--- config.mk ---
export PLATFORM = sky130hd
export DESIGN_NAME = timer_cmp_bank
export DESIGN_NICKNAME = d
export VERILOG_FILES = /design/src/rtl/timer_cmp_bank.sv
export SDC_FILE = /design/constraint.sdc
export NUM_CORES = 1
export LEC_CHECK = 0
export ABC_AREA = 0
export ABC_CLOCK_PERIOD_IN_PS = 4900
export CAP_MARGIN = 20
export CELL_PAD_IN_SITES_DETAIL_PLACEMENT = 0
export CELL_PAD_IN_SITES_GLOBAL_PLACEMENT = 1
export CORE_MARGIN = 4
export CORE_UTILIZATION = 40
export CTS_BUF_LIST = sky130_fd_sc_hd__clkbuf_4 sky130_fd_sc_hd__clkbuf_8
export DETAILED_ROUTE_END_ITERATION = 10
export PLACE_DENSITY = 0.84
export SYNTH_ARGS = -nofsm -noshare
export SYNTH_HDL_FRONTEND = slang
export SYNTH_SLANG_ARGS = --single-unit
--- constraint.sdc ---
create_clock -name clk -period 4.9 [get_ports clk]
set_input_delay 0.98 -clock clk [delete_from_list [all_inputs] [get_ports clk]]
set_output_delay 0.98 -clock clk [all_outputs]
set_load 0.01 [all_outputs]
--- src/rtl/timer_cmp_bank.sv ---
// timer_cmp_bank: bank of 64-bit timer compare channels with atomic update, periodic reload and sticky interrupts
module timer_cmp_bank #(
    parameter int          NUM_CH    = 2,
    parameter logic [31:0] BASE_ADDR = 32'h2000_0100,
    parameter logic [31:0] CH_STRIDE = 32'h20
) (
    input  logic                  clk,
    input  logic                  rst_n,
    input  logic [31:0]           addr,
    input  logic [31:0]           wdata,
    input  logic                  wr_en,
    input  logic [63:0]           tcnt,
    output logic [31:0]           rdata,
    output logic [NUM_CH-1:0]     irq,
    output logic                  irq_any,
    output logic [64*NUM_CH-1:0]  tcmp
);
    localparam int SH = $clog2(CH_STRIDE);
    logic [31:0] off;
    logic [31:0] roff;
    logic        in_rng;
    logic [31:0] rd [NUM_CH];
    assign off    = addr - BASE_ADDR;
    assign roff   = off & (CH_STRIDE - 32'd1);
    assign in_rng = addr >= BASE_ADDR && off < 32'(NUM_CH) * CH_STRIDE;
    genvar k;
    for (k = 0; k < NUM_CH; k++) begin : g_ch
        logic [63:0] cmp;
        logic [31:0] shadow_lo;
        logic [31:0] period;
        logic [2:0]  ctrl;
        logic        pend;
        logic        armed;
        logic        sel;
        logic        match;
        logic        wr_lo, wr_hi, wr_per, wr_ctrl, wr_st;
        assign sel     = in_rng && (off >> SH) == 32'(k);
        assign wr_lo   = wr_en && sel && roff == 32'h00;
        assign wr_hi   = wr_en && sel && roff == 32'h04;
        assign wr_per  = wr_en && sel && roff == 32'h08;
        assign wr_ctrl = wr_en && sel && roff == 32'h0C;
        assign wr_st   = wr_en && sel && roff == 32'h10;
        assign match   = ctrl[0] && armed && tcnt >= cmp;
        // A CMP_HI write overrides a same-cycle match; a match overrides a same-cycle W1C.
        always_ff @(posedge clk or negedge rst_n) begin
            if (!rst_n) begin
                cmp       <= '1;
                shadow_lo <= '1;
                period    <= '0;
                ctrl      <= '0;
                pend      <= 1'b0;
                armed     <= 1'b0;
            end else begin
                if (wr_hi) begin
                    cmp   <= {wdata, shadow_lo};
                    armed <= 1'b1;
                end else if (match) begin
                    pend <= 1'b1;
                    if (ctrl[1])
                        cmp <= cmp + {32'h0, period};
                    else
                        armed <= 1'b0;
                end else if (wr_st && wdata[0]) begin
                    pend <= 1'b0;
                end
                if (wr_lo)
                    shadow_lo <= wdata;
                if (wr_per)
                    period <= wdata;
                if (wr_ctrl)
                    ctrl <= wdata[2:0];
            end
        end
        assign rd[k] = !sel             ? 32'h0 :
                       roff == 32'h00   ? cmp[31:0] :
                       roff == 32'h04   ? cmp[63:32] :
                       roff == 32'h08   ? period :
                       roff == 32'h0C   ? {29'h0, ctrl} :
                       roff == 32'h10   ? {30'h0, armed, pend} : 32'h0;
        assign irq[k]            = pend & ctrl[2];
        assign tcmp[64*k +: 64]  = cmp;
    end
    always_comb begin
        rdata = '0;
        for (int i = 0; i < NUM_CH; i++)
            rdata = rdata | rd[i];
    end
    assign irq_any = |irq;
endmodule
==> results.sh <==
export IMPL_status="finished, final reports clean"
export IMPL_syn2layout_area_growth_pct=25.5
export IMPL_grt_pass1_vias=19500
export IMPL_synthTopCellsByArea="dfstp_2, ha_1, dfrtp_1"
export IMPL_synth_edf_count=0
export IMPL_setup_violations=0
export IMPL_cp_slowest_cell="clkdlybuf4s50_1"
export IMPL_crit_fanout=5
export IMPL_via_per_inst=5.96
export IMPL_async_flop_share_pct=100
export IMPL_clock_latency_ns=0.62
export IMPL_r2r_start="g_ch[1].cmp[6]$_DFFE_PN1P_"
export IMPL_multiInputGateArea_um2=13100
export IMPL_final_cells=3388
export IMPL_fillers=4781
export IMPL_numCtsBuffers=50
export IMPL_port_buffers=293
export IMPL_leakagePower_nw=11.9
export IMPL_cts_clk_slew_worst_paths_ns=0.05
export IMPL_synth_area_leader_cell="dfstp_2"
export IMPL_maxSlewHeadroom_pct=42.1
export IMPL_route_detailed_wl_per_inst_um=24.5
export IMPL_synthTopCellsByCount="nor2_1, a21oi_1, ha_1"
export IMPL_gp_congestion=0.990
export IMPL_ir_drop_mv=0.178
export IMPL_drt_wl_total_mm=83.2
export IMPL_tightest_slew_ns=0.861
export IMPL_drt_iter0_drc=2175
export IMPL_grt_pass1_wl_mm=123
export IMPL_fmax_mhz=209
export IMPL_drv_cap=0
export IMPL_critPathKind="in -> out"
export IMPL_rr_worst_depth=11
export IMPL_track_usage_pct=28.5
export IMPL_startpoint_type="input port"
export IMPL_period_share_pct=97.5
export IMPL_holdBufCountCts=0
export IMPL_setup_worst_path_start="addr[9]"
export IMPL_power_density_nw_per_um2=201
export IMPL_avgSynthCellArea_um2=8.92
export IMPL_netlist_cell_type_count=77
export IMPL_drc=0
export IMPL_grt_ovfl_total=0
export IMPL_fin_crit_ns=4.78
export IMPL_antenna_found_initial=5
export IMPL_grt_max_degree=100
export IMPL_synth_ff_type="dfstp_2"
export IMPL_ys_ff_latch=266
export IMPL_reg2reg_to="g_ch[1].cmp[63]$_DFFE_PN1P_"
export IMPL_holdWs_ns=0.350
export IMPL_num_io_pins=294
export IMPL_vias=20200
export IMPL_cp_cell_sequence="clkdlybuf4s50_1 > buf_4 > or2_2 > buf_4 > o21ai_0 > nand4_1 > and2_4 > nor4_4 > nand3_2 > nor3_1 > clkdlybuf4s50_1"
export IMPL_ant_nets=0
export IMPL_worst_r2r_setup_slack_ns=0.72
export IMPL_drv_slew=0
export IMPL_die_h_um=237
export IMPL_rows=83
export IMPL_place_inst=3288
export IMPL_drive_above_1_share_pct=21.2
export IMPL_hpwlAfterDp_mm=65.5
export IMPL_initial_core_util_pct=40.6
export IMPL_clkSinkCount=266
export IMPL_die_area_um2=56100
export IMPL_slowest_delay_ns=0.59
export IMPL_hold_viol_final=0
export IMPL_p_total_mw=5.28
export IMPL_yosysSeqAreaShare_pct=32.9
export IMPL_clockBufferDepth=3
export IMPL_nNetsFinal=2989
export IMPL_cp_arrival_ns=3.80
export IMPL_yosys_warnings=0
export IMPL_core_um2=51600
export IMPL_first_pass_iters=6
export IMPL_netlist_area_um2=21000
export IMPL_seqCellArea_um2=6900
export IMPL_cp_required_ns=3.92
export IMPL_endpoint="rdata[0]"
export IMPL_rsz0062_at_grt="yes"
export IMPL_cts_root_buffer="clkbuf_8"
export IMPL_dpl_instance_area_um2=25100
export IMPL_fin_tns_setup_ns=0
export IMPL_die_w_um=237
export IMPL_synth_nets=2676
export IMPL_end_kind="output port"
export IMPL_cts_max_level=2
export IMPL_finalClockSkew_ns=0.0269
export IMPL_syn_inst=2349
export IMPL_cts_tree="yes"
export IMPL_final_area_um2=26300
export IMPL_hold_class="in -> async"
export IMPL_yosysMostFrequentCell="nor2_1"
export IMPL_synthDominantCellAreaShare_pct=24.1
==> placed cells by master, fill, tap and decap left out, types with 12 or more instances in the layout <==
| cell | count |
|---|---|
| nand4_1 | 52 |
| dfrtp_1 | 74 |
| clkbuf_2 | 12 |
| a2111oi_0 | 13 |
| or3_1 | 18 |
| mux2i_1 | 88 |
| buf_4 | 67 |
| clkbuf_4 | 13 |
| clkdlybuf4s50_1 | 257 |
| o21a_1 | 15 |
| nor2_1 | 271 |
| o211ai_1 | 15 |
| a211oi_1 | 70 |
| buf_2 | 14 |
| xor2_1 | 20 |
| nand2_1 | 118 |
| a21oi_1 | 257 |
| a21o_1 | 42 |
| nand3_1 | 59 |
| a221oi_1 | 12 |
| and3_1 | 17 |
| dfstp_2 | 192 |
| clkbuf_8 | 72 |
| o21ai_0 | 77 |
| inv_1 | 154 |
| buf_12 | 16 |
| mux2_2 | 133 |
| xnor2_1 | 72 |
| a31oi_1 | 26 |
| ha_1 | 194 |
| nor3_1 | 40 |
==> worst min-delay path by stage <==
stage                     slack, ns  cells after the start                         startpoint                              to
final                          0.35                      1                              rst_n  g_ch[0].period[24]$_DFFE_PN0P_
after global routing           0.42                      1                              rst_n  g_ch[0].period[24]$_DFFE_PN0P_
after CTS                      0.42                      1                              rst_n  g_ch[0].period[24]$_DFFE_PN0P_
after detailed placement       0.48                      2  g_ch[1].shadow_lo[13]$_DFFE_PN1P_     g_ch[1].cmp[13]$_DFFE_PN1P_
after global placement         0.46                      2  g_ch[1].shadow_lo[13]$_DFFE_PN1P_     g_ch[1].cmp[13]$_DFFE_PN1P_
after floorplan                0.46                      2  g_ch[1].shadow_lo[13]$_DFFE_PN1P_     g_ch[1].cmp[13]$_DFFE_PN1P_
==> power breakdown <==
part,total (mW),internal (mW),switching [mW]
clock,2.55,1.55,1.00
combinational,0.522,0.203,0.320
sequential,2.21,2.21,0.00000255
==> layout make-up <==
class	count	share of cell area (%)
diodes	6	0.0571
multi-input cells	1814	49.8
flip-flops and latches	266	26.2
clock buffers	85	4.14
clock inverters	7	0.419
repair buffers	376	13.9
well taps	680	3.23
inverters	154	2.20
==> sequential cells by signal, indices dropped and copies added, names as in the netlist <==
signal          count
g_ch.cmp          128
g_ch.period        64
g_ch.shadow_lo     64
g_ch.ctrl           6
g_ch.armed          2
g_ch.pend           2
==> critical path, delay by kind of cell <==
| family | cells | cell delay (ns) |
|---|---|---|
| and+or+nand+nor | 6 | 1.35 |
| buffers and inverters | 4 | 1.31 |
| AOI/OAI and AO/OA | 1 | 0.15 |
==> metrics by stage <==
step / worst slack [ns] / util (%)
final: 0.124 / 51.0
after global routing: -0.0218 / 51.0
after CTS: 0.00363 / 51.0
after detailed placement: -0.396 / 48.6
after global placement: -0.228 / 48.6
after floorplan: 0.839 / -
==> kinds of logic after synthesis <==
logic type | after synthesis | synth area share (%)
simple gates | 683 | 16.0
compound gates | 611 | 18.1
buf+inv | 269 | 5.09
flops | 266 | 32.9
mux | 232 | 12.3
fa+ha+maj | 196 | 11.8
xor+xnor | 92 | 3.84
==> layer usage <==
layer  wire length [um]  share of wire, %  track usage, %  up-vias
met2              37000                45            44.4      871
li1                   -                 -               -     9255
met1              36700                44            40.2     9939
met3               6880               8.3            5.02      125
met5                  0                 0               0        -
met4               2550               3.1            9.04        0
==> repair_timing <==
item	in CTS	in global routing
resized for setup	35	94
setup endpoints to repair	32	31
setup buffers	1	0
pin swaps	2	3
gates cloned	1	0
Power figures use the tool's default switching activity.
